`config.mk`:
```
export PLATFORM = sky130hd
export DESIGN_NAME = adsr_envelope
export DESIGN_NICKNAME = d
export VERILOG_FILES = /design/src/rtl/adsr_envelope.sv
export SDC_FILE = /design/constraint.sdc
export NUM_CORES = 1
export LEC_CHECK = 0
export ABC_AREA = 1
export ABC_CLOCK_PERIOD_IN_PS = 9400
export CAP_MARGIN = 20
export CORE_MARGIN = 2
export CORE_UTILIZATION = 55
export DETAILED_ROUTE_END_ITERATION = 6
export GPL_TIMING_DRIVEN = 0
export PLACE_DENSITY = 0.76
export SETUP_SLACK_MARGIN = 0.5
export SYNTH_ARGS = -nofsm -noshare
export SYNTH_HDL_FRONTEND = slang
export SYNTH_SLANG_ARGS = --single-unit
```
`constraint.sdc`:
```
create_clock -name clock -period 9.4 [get_ports clock]
set_input_delay 1.88 -clock clock [delete_from_list [all_inputs] [get_ports clock]]
set_output_delay 1.88 -clock clock [all_outputs]
set_load 0.05 [all_outputs]
```
`src/rtl/adsr_envelope.sv`:
```
// ADSR amplitude envelope: a gate-driven five-state FSM produces a UQ0.ENV_BITS
// level that scales the oscillator sample stream, advancing only on the sample strobe.
module adsr_envelope #(
    parameter int WIDTH    = 16,
    parameter int ENV_BITS = 16
) (
    input  logic                clock,
    input  logic                reset,
    input  logic                enable,
    input  logic                gate,
    input  logic [ENV_BITS-1:0] attack_rate,
    input  logic [ENV_BITS-1:0] decay_rate,
    input  logic [ENV_BITS-1:0] sustain_level,
    input  logic [ENV_BITS-1:0] release_rate,
    input  logic [WIDTH-1:0]    in,
    output logic [WIDTH-1:0]    out,
    output logic [ENV_BITS-1:0] level,
    output logic                active
);

    localparam int                PW        = WIDTH + ENV_BITS + 1;
    localparam logic [ENV_BITS-1:0] LEVEL_MAX = '1;

    typedef enum logic [2:0] {
        IDLE,
        ATTACK,
        DECAY,
        SUSTAIN,
        RELEASE
    } state_t;

    state_t                state_q, state_d;
    logic [ENV_BITS-1:0]   level_q, level_d;
    logic [WIDTH-1:0]      out_q, out_d;

    logic [ENV_BITS:0]          attack_sum;
    logic signed [ENV_BITS+1:0] decay_diff;
    logic signed [ENV_BITS+1:0] release_diff;
    logic signed [ENV_BITS+1:0] sustain_ext;
    logic signed [PW-1:0]       in_ext;
    logic signed [PW-1:0]       level_ext;
    logic signed [PW-1:0]       product;

    // NOTE: every always_comb output gets a default first, so no path leaves it unassigned and infers a latch.
    always_comb begin
        state_d = state_q;
        level_d = level_q;

        attack_sum   = {1'b0, level_q} + {1'b0, attack_rate};
        decay_diff   = $signed({2'b00, level_q}) - $signed({2'b00, decay_rate});
        release_diff = $signed({2'b00, level_q}) - $signed({2'b00, release_rate});
        sustain_ext  = $signed({2'b00, sustain_level});

        // Gate edges take priority; the level is deliberately left alone so retriggers are legato.
        if (!gate && (state_q == ATTACK || state_q == DECAY || state_q == SUSTAIN)) begin
            state_d = RELEASE;
        end else if (gate && (state_q == IDLE || state_q == RELEASE)) begin
            state_d = ATTACK;
        end else begin
            case (state_q)
                ATTACK: begin
                    if (attack_sum >= {1'b0, LEVEL_MAX}) begin
                        level_d = LEVEL_MAX;
                        state_d = DECAY;
                    end else begin
                        level_d = attack_sum[ENV_BITS-1:0];
                    end
                end
                DECAY: begin
                    if (decay_diff <= sustain_ext) begin
                        level_d = sustain_level;
                        state_d = SUSTAIN;
                    end else begin
                        level_d = decay_diff[ENV_BITS-1:0];
                    end
                end
                SUSTAIN: level_d = sustain_level;
                RELEASE: begin
                    if (release_diff <= 0) begin
                        level_d = '0;
                        state_d = IDLE;
                    end else begin
                        level_d = release_diff[ENV_BITS-1:0];
                    end
                end
                default: level_d = '0;
            endcase
        end
    end

    // Level is strictly below 1.0, so the arithmetic shift never overflows WIDTH bits.
    always_comb begin
        in_ext    = {{(PW-WIDTH){in[WIDTH-1]}}, in};
        level_ext = {{(PW-ENV_BITS){1'b0}}, level_q};
        product   = in_ext * level_ext;
        out_d     = WIDTH'(product >>> ENV_BITS);
    end

    // NOTE: sequential state uses non-blocking assignments so every register samples pre-edge values.
    always_ff @(posedge clock or posedge reset) begin
        if (reset) begin
            state_q <= IDLE;
            level_q <= '0;
            out_q   <= '0;
        end else if (enable) begin
            state_q <= state_d;
            level_q <= level_d;
            out_q   <= out_d;
        end
    end

    assign out    = out_q;
    assign level  = level_q;
    assign active = (state_q != IDLE);

endmodule

```
# Yosys cells after proc, flatten, opt, wreduce, memory -nomap -nowiden
# Index checks and enable logic that the tools add are counted.
totals:
  reg_bits: 35
  inputBits: 84
classes:
  add_sub_neg: 3
  n_mul: 1
  order_cmp: 3
  n_eq_ne: 7
  mux: 10
  bitwise_logic: 2
  reduce_logical: 11
ops:
  columns: ["operator", "count"]
  rows:
  - ["$pmux W16 S4", 1]
  - ["$mux W16", 3]
  - ["$sub A16 B16 Y17", 2]
  - ["$mul A16 B17 Y32", 1]
  - ["$add A16 B16 Y17", 1]
  - ["$ge A17 B16 Y1 const B", 1]
  - ["$le A17 B1 Y1 const B", 1]
  - ["$le A17 B17 Y1", 1]
  - ["$mux W3", 5]
  - ["$pmux W3 S3", 1]
  - ["$ne A4 B1 Y1 const B", 2]
  - ["$eq A3 B2 Y1 const B", 2]
  - ["$reduce_and A5 Y1", 1]
  - ["$reduce_bool A5 Y1", 1]
  - ["$ne A4 B2 Y1 const B", 1]
  - ["$eq A3 B1 Y1 const B", 1]
  - ["$eq A3 B3 Y1 const B", 1]
  - ["$logic_not A3 Y1", 1]
  - ["$logic_or A1 B1 Y1", 3]
  - ["$reduce_and A3 Y1", 1]
  - ["$reduce_bool A3 Y1", 1]
  - ["$logic_and A1 B1 Y1", 2]
  - ["$not A1 Y1", 2]
  - ["$logic_not A1 Y1", 1]

# Logic depth before layout (Yosys ltp)
# Gate-level depths: netlist (run 1).
depth:
  word_depth: 6
  mapped_depth: 35
  depth_no_buf: 33

# Worst setup path before layout (run 1)
# OpenSTA, ideal clock, no wires.
synth_timing:
  path_kind: "input port to flip-flop"
  from: "input in[7]"
  to: "register out_q[9], in the netlist out[9]"
  t_arrival_ns: 7.010
  required_ns: 9.282
  path_slack_ns: 2.272
  cell_stages: 24
  cell_sequence: "clkbuf_1 > clkbuf_1 > nand2_1 > fa_1 > inv_1 > fa_1 > inv_1 > fa_1 > inv_1 > fa_1 > fa_1 > inv_1 > fa_1 > inv_1 > ha_1 > nand2_1 > nand2_1 > a31oi_1 > o21ai_0 > a221oi_1 > nand2_1 > or2_2 > nand3_1 > nand2_1"
synth_between:
  elab_chain_len: 1
synth_rtl:
  columns: ["element", "line", "source"]
  rows:
  - ["start: declaration", "15", "input logic [WIDTH-1:0] in,"]
  - ["$mul A16 B17 Y32", "95", "product = in_ext * level_ext;"]
  - ["end signal: assignment", "108", "out_q <= out_d;"]
  - ["end: declaration", "34", "logic [WIDTH-1:0] out_q, out_d;"]
# No other way between the ends.
# A chain may end at the register's enable or synchronous reset.

# Worst setup path in the final report (run 1)
layout_timing:
  from: "input in[1]"
  to: "register out_q[8], in the netlist out[8]"
# Same word-level chain as after synthesis.

==> results.rst, run 1 <==
.. list-table::
   :header-rows: 1

   * - Metric
     - Value
   * - Total iterations of the first detailed-routing run
     - 6
   * - Endpoint kind of the worst setup timing path
     - flop
   * - Flop and latch count out of synthesis
     - 35
   * - Global-route total usage across every layer
     - 0.331
   * - Synthesized-area fraction occupied by and/or/nand/nor cells
     - 0.278
   * - Area of the die
     - 27900 sq um
   * - Arrival time at the worst endpoint
     - 8.41 ns
   * - RD Place Congestion
     - 1.00
   * - Most frequent standard cell in the layout excluding fill and tap cells
     - nand2_1
   * - Syn nets
     - 2687
   * - Post-cts sizing count
     - 0
   * - Via-to-Cell Ratio
     - 5.35
   * - Vias
     - 14300
   * - Overflow left after global routing
     - 0
   * - Root buffer cell
     - clkbuf_16
   * - Area inside the core boundary
     - 26100 sq um
   * - ANT nets after route
     - 0
   * - Number of endpoints with negative hold slack in the final report
     - 0
   * - Skew-Pair Late Insertion Delay
     - 0.28 ns
   * - TritonCTS clock tree
     - yes
   * - Time the final worst path needs with I/O delays and setup
     - 8.27 ns
   * - Number of unique standard cell types used by synthesis
     - 40
   * - Post-synthesis instance area
     - 14600 sq um
   * - Number of nets in the layout
     - 2798
   * - Routed wire length per instance
     - 17.1 um
   * - Total clock sinks
     - 35
   * - Max Clk Rate
     - 0.121 GHz
   * - Initial Utilization
     - 0.561
   * - Count of fill cells added during filler insertion
     - 2438
   * - Startpoint Class
     - input port
   * - Maximum clock path buffer count
     - 2
   * - # H-tree levels
     - 2
   * - CTS Buf Count
     - 5
   * - Share of cell area taken by muxes after synthesis
     - 0
   * - Max Clock Skew
     - 0.00449 ns
   * - Max-Slew Margin vs Limit
     - 0.366
   * - Kind of path behind the tightest hold check
     - reg2reg
   * - Detailed Route Iter0 Violations
     - 1218
   * - Pin count of the biggest net entering global routing
     - 21
   * - Share of layout cells above drive strength 1
     - 0.0205
   * - Leading cell types in the layout, fill and taps excluded
     - nand2_1 (686), inv_1 (553), fa_1 (196), ha_1 (178), nor2_1 (129)
   * - Number of standard-cell rows in the floorplan
     - 59
   * - Number of global-route vias before repair
     - 13900
   * - Syn_area_per_cell
     - 6.56 sq um
   * - Placed cell count
     - 2668
   * - Relative area change from synthesis to final layout
     - 11.3%
   * - Placement-stage worst setup slack
     - 1.00 ns
   * - Filler-free cell count of the finished design
     - 2676
   * - Half-perimeter wire length of the detailed placement result
     - 38500 um
   * - Count of endpoints failing setup in the final report
     - 0
   * - Buffers added on ports
     - 103
   * - Max-capacitance violation count
     - 0
   * - Maximum fanout along the worst path
     - 10
   * - Global-route wire length before repair
     - 72900 um
   * - Number of top-level pins
     - 117
   * - WS Path Type
     - in2reg
   * - Remaining design rule violation count
     - 0
   * - Antenna diode instance count
     - 0
   * - Number of cells produced by synthesis
     - 2229
   * - Required time of the worst setup path
     - 9.54 ns
   * - Number of antenna violations at the first check in global routing
     - 0
   * - Final Slew Violations
     - 0
   * - Number of buffers added for setup after CTS
     - 0
   * - Sequential element share of the synthesized area
     - 0.0599
   * - Transition time at the pin with the least slew margin
     - 0.943 ns
   * - Hold_ws
     - 0.486 ns
   * - Fraction of the mapped netlist area in adder cells
     - 0.421
   * - Reg clk slew, reported paths
     - 0.05 ns
   * - Post-route setup slack
     - 1.13 ns
   * - Status
     - finished clean
   * - Dominant combinational cell family by area after synthesis
     - adder cells
   * - Final clock period utilization by the worst path
     - 0.879
   * - RSZ-0062 raised after global routing
     - false
   * - Final Routed Wirelength
     - 45600 um
   * - Area fraction in compound gates after synthesis
     - 0.0661
   * - Synth Area in XOR/XNOR
     - 0.0132
   * - Total negative setup slack
     - 0 ns
   * - Number of hold buffers added after CTS
     - 0
   * - Die extent in y
     - 167 um
   * - Die outline width
     - 167 um
   * - Warning count from the yosys run
     - 0
-- Yosys cell counts, drive strengths merged --
library cell,n,area share
buf,5,0.0021
nand3b,7,0.0036
nand4,19,0.0081
a21o,5,0.0026
nor3,14,0.0048
xor2,11,0.0066
o21a,3,0.0015
o21bai,6,0.0031
ha,178,0.15
a21boi,2,0.0010
nand3,111,0.039
clkbuf,70,0.018
nand2,693,0.18
a221oi,3,0.0018
dfrtp,35,0.060
xnor2,11,0.0066
and2,6,0.0026
o221a,1,0.00077
or2,15,0.0064
a21oi,79,0.028
a31oi,11,0.0047
o21ai,53,0.019
a211oi,1,0.00051
o22ai,4,0.0017
o221ai,2,0.0012
nor2,131,0.034
fa,196,0.27
inv,556,0.14
nor4,1,0.00043
-- worst paths after layout --
kind,slack [ns],start,cells after the start,to
worst max-delay path,1.13,in[1],22,out[8]
worst max register to register,2.14,level[7],24,out[8]
worst min register to register,0.49,out[9],2,out[9]
min in group asynchronous,2.00,reset,2,out[5]
max in group asynchronous,6.86,reset,3,state_q[0]
worst min-delay path,0.49,out[9],2,out[9]
-- logic make-up after synthesis --
kind of cell	after synthesis
AO/OA/AOI/OAI	170
XOR/XNOR	22
adder cells (fa/ha/maj)	374
AND/OR/NAND/NOR	997
buffers and inverters	631
flip-flops	35
-- flip-flops by register name (all words and copies together), names as in the netlist --
name     cells
out         16
state_q      3
level       16
-- per-layer routing --
layer  vias up  part of all wire  global-route usage
met5         -                 0                   0
met4         0             0.039               0.111
met3       112              0.11              0.0763
met2       642              0.43               0.515
met1      6697              0.42               0.458
li1       6876                 -                   -
-- worst max-delay path, cell delays in order --
cell and delay, ns:
clkdlybuf4s50_1 0.69, clkbuf_1 0.48, nand2_1 0.16, fa_1 0.56, fa_1 0.49, fa_1 0.52, fa_1 0.55, inv_1 0.05
fa_1 0.48, inv_1 0.07, fa_1 0.57, inv_1 0.06, ha_1 0.36, nand2_1 0.09, nor2_1 0.14, nand2_1 0.06
o21ai_0 0.49, a21o_1 0.25, nand2_1 0.06, nand2_1 0.07, xnor2_1 0.17, o21ai_0 0.14
-- through the flow --
step / cell area [sq um] / utilization
3_3_place_gp: 16100 / 0.617
3_5_place_dp: 16100 / 0.618
2_1_floorplan: 14600 / -
6_report: 16300 / 0.625
4_1_cts: 16300 / 0.625
5_1_grt: 16300 / 0.625
-- final cells by class --
| class | instances | area [sq um] | share of cell area |
|---|---|---|---|
| clock inverters | 2 | 35.0 | 0.00215 |
| flip-flops and latches | 35 | 876 | 0.0538 |
| inverters | 556 | 2090 | 0.128 |
| multi-input cells | 1563 | 11400 | 0.699 |
| clock buffers | 6 | 139 | 0.00853 |
| well taps | 335 | 419 | 0.0257 |
| plain buffers | 75 | 293 | 0.0180 |
| repair buffers | 104 | 1060 | 0.0650 |
Power of run 1 is not shown: default switching activity piles up to over one toggle a cycle in this logic, so the estimate is an artifact.
==> run 2, diff against run 1 <==
--- a/config.mk
+++ b/config.mk
@@ -11,7 +11,7 @@
 export CORE_MARGIN = 2
 export CORE_UTILIZATION = 55
 export DETAILED_ROUTE_END_ITERATION = 6
-export GPL_TIMING_DRIVEN = 0
+export GPL_ROUTABILITY_DRIVEN = 0
 export PLACE_DENSITY = 0.76
 export SETUP_SLACK_MARGIN = 0.5
 export SYNTH_ARGS = -nofsm -noshare
==> run 2 against run 1 <==
Against the previous run:
- count of clock-buffer cells in the layout down 1
- global-route usage is 1.9 points lower
- critical endpoint is now out[9]
- hold slack improved by 0.032 ns
==> results.rst, run 2 (same netlist as run 1, synthesis figures left out) <==
.. list-table::
   :header-rows: 1

   * - Metric
     - Value
   * - Status
     - finished clean
   * - CTS Buf Count
     - 5 (unchanged)
   * - Final core utilization
     - 0.625 (about the same)
   * - Number of top-level pins
     - 117 (unchanged)
   * - Critical Path, Cell by Cell
     - clkdlybuf4s50_1 > nand2_1 > fa_1 > inv_1 > fa_1 > inv_1 > fa_1 > inv_1 > fa_1 > fa_1 > inv_1 > fa_1 > inv_1 > ha_1 > nand2_1 > nand2_1 > a31oi_1 > o21ai_0 > a221oi_1 > nand2_1 > or2_2 > nand3_1 > nand2_1
   * - Worst reg2reg setup slack
     - 3.05 ns (+0.91 ns)
   * - Post-cts sizing count
     - 0 (unchanged)
   * - Area inside the core boundary
     - 26100 sq um (unchanged)
   * - Slowest library cell on the worst path
     - clkdlybuf4s50_1
   * - Routed wire length per instance
     - 16.3 um (-4.4%)
   * - Required time of the worst setup path
     - 9.57 ns (+0.03 ns)
   * - Area of the die
     - 27900 sq um (unchanged)
   * - Final Slew Violations
     - 0 (unchanged)
   * - Leading cell types in the layout, fill and taps excluded
     - nand2_1 (686), inv_1 (553), fa_1 (196), ha_1 (178), nor2_1 (129)
   * - Time the final worst path needs with I/O delays and setup
     - 7.94 ns (-0.329 ns)
   * - RSZ-0062 raised after global routing
     - false
   * - Total negative setup slack
     - 0 ns (unchanged)
   * - Pin count of the biggest net entering global routing
     - 36 (+71%)
   * - Total iterations of the first detailed-routing run
     - 6 (unchanged)
   * - Min-Delay Startpoint
     - out[1]
   * - Startpoint Class
     - input port
   * - Number of gates on the worst path with buffers counted
     - 23 (+4.5%)
   * - Initial Utilization
     - 0.561 (unchanged)
   * - Count of fill cells added during filler insertion
     - 2421 (-0.70%)
   * - Transition time at the pin with the least slew margin
     - 1.18 ns (+0.242 ns)
   * - Skew-Pair Late Insertion Delay
     - 0.29 ns (about the same)
   * - Max-Slew Margin vs Limit
     - 0.210 (-0.156)
   * - Overflow left after global routing
     - 0 (unchanged)
   * - Buffers added on ports
     - 116 (+13%)
   * - WS Path Type
     - in2reg
   * - Number of standard-cell rows in the floorplan
     - 59 (unchanged)
   * - Max Clock Skew
     - 0.00856 ns (+0.00406 ns)
   * - Number of global-route vias before repair
     - 14000 (+1.0%)
   * - Total clock sinks
     - 35 (unchanged)
   * - TritonCTS clock tree
     - yes
   * - Worst Reg2Reg Path Length in Cells
     - 20 (-17%)
   * - # H-tree levels
     - 2 (unchanged)
   * - Vias
     - 14300 (-0.20%)
   * - Most frequent standard cell in the layout excluding fill and tap cells
     - nand2_1
   * - Endpoint kind of the worst setup timing path
     - flop
   * - CP most frequent cell
     - fa_1
   * - Buffers plus inverters on the worst setup path
     - 6 (+1)
   * - Final Routed Wirelength
     - 42900 um (-5.9%)
   * - Relative area change from synthesis to final layout
     - 11.3% (about the same)
   * - Maximum fanout along the worst path
     - 16 (+6)
   * - Beginning of the critical path
     - in[7]
   * - Die outline width
     - 167 um (unchanged)
   * - Launch instance of the worst register-to-register path
     - level[11]
   * - Global-route total usage across every layer
     - 0.312 (-0.0190)
   * - Number of endpoints with negative hold slack in the final report
     - 0 (unchanged)
   * - Maximum clock path buffer count
     - 2 (unchanged)
   * - Delay of the slowest cell on the worst path
     - 1.03 ns (+0.34 ns)
   * - Via-to-Cell Ratio
     - 5.43 (+1.4%)
   * - Worst hold path cell count
     - 2 (unchanged)
   * - Detailed Route Iter0 Violations
     - 1351 (+11%)
   * - Arrival time at the worst endpoint
     - 8.11 ns (-0.30 ns)
   * - Antenna diode instance count
     - 0 (unchanged)
   * - Die extent in y
     - 167 um (unchanged)
   * - Share of layout cells above drive strength 1
     - 0.0274 (+0.00690)
   * - Number of antenna violations at the first check in global routing
     - 0 (unchanged)
   * - Number of nets in the layout
     - 2756 (-1.5%)
   * - Half-perimeter wire length of the detailed placement result
     - 34900 um (-9.3%)
   * - Count of endpoints failing setup in the final report
     - 0 (unchanged)
   * - Number of hold buffers added after CTS
     - 0 (unchanged)
   * - Filler-free cell count of the finished design
     - 2634 (-1.6%)
   * - Max-capacitance violation count
     - 0 (unchanged)
   * - Kind of path behind the tightest hold check
     - reg2reg
   * - Placed cell count
     - 2625 (-1.6%)
   * - Final clock period utilization by the worst path
     - 0.844 (-0.0350)
   * - Max Clk Rate
     - 0.126 GHz (+4.1%)
   * - Reg clk slew, reported paths
     - 0.06 ns (about the same)
   * - Global-route wire length before repair
     - 70600 um (-3.0%)
   * - Final Cell Area
     - 16300 sq um (about the same)
   * - Root buffer cell
     - clkbuf_16
   * - Number of buffers added for setup after CTS
     - 0 (unchanged)
   * - Remaining design rule violation count
     - 0 (unchanged)
   * - ANT nets after route
     - 0 (unchanged)
   * - Placed cell areas
     - 16100 sq um (-0.25%)
   * - Endpoint of the most critical register-to-register path
     - out[14]
   * - Worst hold endpoint
     - out[1]
   * - Family of cells with the greatest summed delay on the critical path
     - adder cells
==> run 2: changes by cell type in the layout (fill, tap and decap cells not counted), sizes merged <==
cell / change
clkdlybuf4s50: +13
clkinvlp: +1
clkinv: -1
bufinv: +1
clkbuf: -71
buf: +15
==> run 2: cell type report <==
type                            count  area (sq um)  area share
Clock buffer                        5           125     0.00768
Clock inverter                      3          67.6     0.00415
Inverter                          556          2090       0.128
Multi-Input combinational cell   1563         11400       0.698
Sequential cell                    35           876      0.0538
Tap cell                          335           419      0.0257
Timing Repair Buffer              137          1340      0.0822
==> run 2: how the worst max path moves through the flow <==
stage	slack, ns	to
finish	1.46	out[9]
global route	1.12	out[9]
CTS	1.56	out[9]
detailed placement	1.27	out[9]
global placement	1.34	out[9]
floorplan	2.27	out[9]
==> run 2: worst register-to-register path, stage by stage, from the launching register on <==
cell     delay, ns
dfrtp_1       1.13
nand2_1       0.19
fa_1          0.55
inv_1         0.06
fa_1          0.49
fa_1          0.57
fa_1          0.42
fa_1          0.49
inv_1         0.06
fa_1          0.55
inv_1         0.07
ha_1          0.42
nand2_1       0.13
nor2_1        0.12
inv_1         0.08
nor2_1        0.14
nand3_1       0.10
nand3_1       0.17
a21oi_1       0.12
or2_2         0.28
a31oi_1       0.14
==> run 2: metal layers <==
layer / GRT usage / part of all wire / up-vias / routed length, um
li1: - / - / 6782 / -
met1: 0.439 / 0.42 / 6684 / 18000
met2: 0.498 / 0.45 / 713 / 19100
met3: 0.0442 / 0.099 / 119 / 4250
met4: 0.102 / 0.035 / 0 / 1510
met5: 0 / 0 / - / 0
==> run 2: metrics by stage <==
step	setup slack (ns)	hold slack (ns)
global placement	1.34	0.509
detailed placement	1.27	0.510
global route	1.12	0.551
CTS	1.56	0.531
finish	1.46	0.518
floorplan	2.27	0.484
Power of run 2 is left out for the same reason.
==> run 3, diff against run 2 <==
--- a/config.mk
+++ b/config.mk
@@ -6,7 +6,7 @@
 export NUM_CORES = 1
 export LEC_CHECK = 0
 export ABC_AREA = 1
-export ABC_CLOCK_PERIOD_IN_PS = 9400
+export ABC_CLOCK_PERIOD_IN_PS = 7400
 export CAP_MARGIN = 20
 export CORE_MARGIN = 2
 export CORE_UTILIZATION = 55
==> constraint.sdc (replaced) <==
create_clock -name clock -period 7.4 [get_ports clock]
set_input_delay 1.48 -clock clock [delete_from_list [all_inputs] [get_ports clock]]
set_output_delay 1.48 -clock clock [all_outputs]
set_load 0.05 [all_outputs]
==> run 3 against run 2 <==
Against the previous run:
- sequential share of layout area decreased by 0.11 points
- sequential cell count unchanged
- die area unchanged
- final cell count increased by 1.3%
- hold slack got worse by 0.011 ns
- clock skew decreased by 0.00069 ns
- critical endpoint is now out[15]
- highest routed layer unchanged
==> results.rst, run 3 (same netlist as run 1, synthesis figures left out) <==
.. list-table::
   :header-rows: 1

   * - Metric
     - Value
   * - Status
     - finished clean
   * - Initial Utilization
     - 0.561 (unchanged)
   * - Maximum fanout along the worst path
     - 8 (-8)
   * - Buffers added on ports
     - 116 (unchanged)
   * - Met1 wire length
     - 17500 um (-3.2%)
   * - Total negative setup slack
     - 0 ns (unchanged)
   * - Root buffer cell
     - clkbuf_16
   * - Final clock period utilization by the worst path
     - 0.920
   * - Number of standard-cell rows in the floorplan
     - 59 (unchanged)
   * - Count of fill cells added during filler insertion
     - 2372 (-2.0%)
   * - Max-capacitance violation count
     - 0 (unchanged)
   * - Startpoint Class
     - input port
   * - Total iterations of the first detailed-routing run
     - 6 (unchanged)
   * - Number of antenna violations at the first check in global routing
     - 0 (unchanged)
   * - Overflow left after global routing
     - 0 (unchanged)
   * - Pin count of the biggest net entering global routing
     - 36 (unchanged)
   * - ANT nets after route
     - 0 (unchanged)
   * - Die extent in y
     - 167 um (unchanged)
   * - Required time of the worst setup path
     - 7.61 ns (-1.96 ns)
   * - CTS Buf Count
     - 5 (unchanged)
   * - Endpoint kind of the worst setup timing path
     - flop
   * - Number of endpoints with negative hold slack in the final report
     - 0 (unchanged)
   * - Detailed Route Iter0 Violations
     - 1208 (-11%)
   * - Area of the die
     - 27900 sq um (unchanged)
   * - Area inside the core boundary
     - 26100 sq um (unchanged)
   * - Transition time at the pin with the least slew margin
     - 1.15 ns (-0.0353 ns)
   * - Max-Slew Margin vs Limit
     - 0.234 (+0.0235)
   * - WS Path Type
     - in2reg
   * - Routed wire length per instance
     - 15.6 um (-4.0%)
   * - Maximum clock path buffer count
     - 2 (unchanged)
   * - Final Routed Wirelength
     - 41700 um (-2.8%)
   * - Most frequent standard cell in the layout excluding fill and tap cells
     - nand2_1
   * - Arrival time at the worst endpoint
     - 7.01 ns (-1.10 ns)
   * - # H-tree levels
     - 2 (unchanged)
   * - TritonCTS clock tree
     - yes
   * - Global-route total usage across every layer
     - 0.301 (-0.0113)
   * - Die outline width
     - 167 um (unchanged)
   * - Max Clock Skew
     - 0.00787 ns (-0.000688 ns)
   * - Count of endpoints failing setup in the final report
     - 0 (unchanged)
   * - Final Slew Violations
     - 0 (unchanged)
   * - Global-route wire length before repair
     - 68100 um (-3.6%)
   * - Vias
     - 14300 (-0.13%)
   * - Worst reg2reg setup slack
     - 1.07 ns (-1.98 ns)
   * - Met3 WL
     - 3860 um (-9.1%)
   * - Share of layout cells above drive strength 1
     - 0.0553 (+0.0279)
   * - Number of global-route vias before repair
     - 14000 (-0.47%)
   * - Routed met2 length
     - 18900 um (-1.4%)
   * - Number of top-level pins
     - 117 (unchanged)
   * - Leading cell types in the layout, fill and taps excluded
     - nand2_1 (685), inv_1 (548), fa_1 (194), ha_1 (174), nor2_1 (126)
   * - Total clock sinks
     - 35 (unchanged)
   * - Via-to-Cell Ratio
     - 5.35 (-1.4%)
   * - Half-perimeter wire length of the detailed placement result
     - 33900 um (-2.7%)
   * - Number of nets in the layout
     - 2789 (+1.2%)
   * - Relative area change from synthesis to final layout
     - 13.6%
   * - Remaining design rule violation count
     - 0 (unchanged)
   * - Max Clk Rate
     - 0.147 GHz
   * - Time the final worst path needs with I/O delays and setup
     - 6.80 ns
   * - Number of hold buffers added after CTS
     - 0 (unchanged)
   * - Skew-Pair Late Insertion Delay
     - 0.29 ns (about the same)
   * - Antenna diode instance count
     - 0 (unchanged)
   * - DR top layer
     - met4
   * - Kind of path behind the tightest hold check
     - reg2reg
   * - RSZ-0062 raised after global routing
     - true
   * - Reg clk slew, reported paths
     - 0.06 ns (about the same)
==> run 3: cell types whose count changed in the layout (fill, tap and decap cells not counted), moves of 3 or more <==
cell	previous run	this run
a21oi_2	1	6
nor2_1	129	126
buf_4	20	43
a21oi_1	77	72
clkbuf_2	0	6
buf_6	0	8
clkdlybuf4s50_1	116	103
dlymetal6s2s_1	0	5
ha_1	178	174
inv_2	3	7
inv_1	553	548
==> run 3: repair_timing <==
action,CTS,global route
resized for setup,12,55
endpoints found under the setup margin,11,13
setup buffers,2,10
hold endpoints to repair,0,0
pin swaps,0,12
cloned,0,2
==> run 3: cell type report <==
type	instances	area [sq um]	area share
inverter	556	2090	0.126
clock buffer	7	133	0.00798
tap	335	419	0.0252
clock inverter	1	5.00	0.000301
multi-input combinational	1563	11500	0.691
timing repair buffer	170	1610	0.0966
sequential	35	876	0.0527
==> run 3: metrics by stage <==
stage | instances | instance area (sq um) | hold WS [ns] | worst slack (ns) | utilization
6_report | 2667 | 16600 | 0.506 | 0.595 | 0.638
3_5_place_dp | 2645 | 16200 | 0.489 | 0.0610 | 0.623
3_3_place_gp | 2645 | 16200 | 0.496 | 0.140 | 0.623
2_1_floorplan | 2229 | 14600 | 0.484 | 0.672 | -
4_1_cts | 2655 | 16400 | 0.509 | 0.505 | 0.629
5_1_grt | 2667 | 16600 | 0.547 | 0.469 | 0.638
==> run 3: metal layers <==
layer / up-vias / global-route usage
met5: - / 0
li1: 6853 / -
met1: 6662 / 0.408
met3: 127 / 0.0528
met2: 637 / 0.483
met4: 0 / 0.115
==> run 3: path summary, 6_finish.rpt <==
kind / from / endpoint / cells past startpoint
min: out[15] / out[15] / 2
max in group asynchronous: reset / level[12] / 3
min reg2reg: out[15] / out[15] / 2
max: in[12] / out[15] / 21
min in group asynchronous: reset / out[15] / 3
max reg2reg: level[0] / out[6] / 19
==> run 3: critical path, stage by stage <==
cell             delay (ns)
clkdlybuf4s50_1        0.48
buf_6                  0.17
buf_4                  0.19
nand2_1                0.10
fa_1                   0.59
inv_1                  0.06
fa_1                   0.55
fa_1                   0.44
fa_1                   0.49
inv_1                  0.04
fa_1                   0.48
inv_1                  0.05
ha_1                   0.27
ha_2                   0.37
a21oi_2                0.08
o21ai_0                0.45
a21oi_2                0.11
o221a_2                0.27
nand2_1                0.06
o21ai_0                0.06
o21ai_0                0.20
Power of run 3 is left out for the same reason.
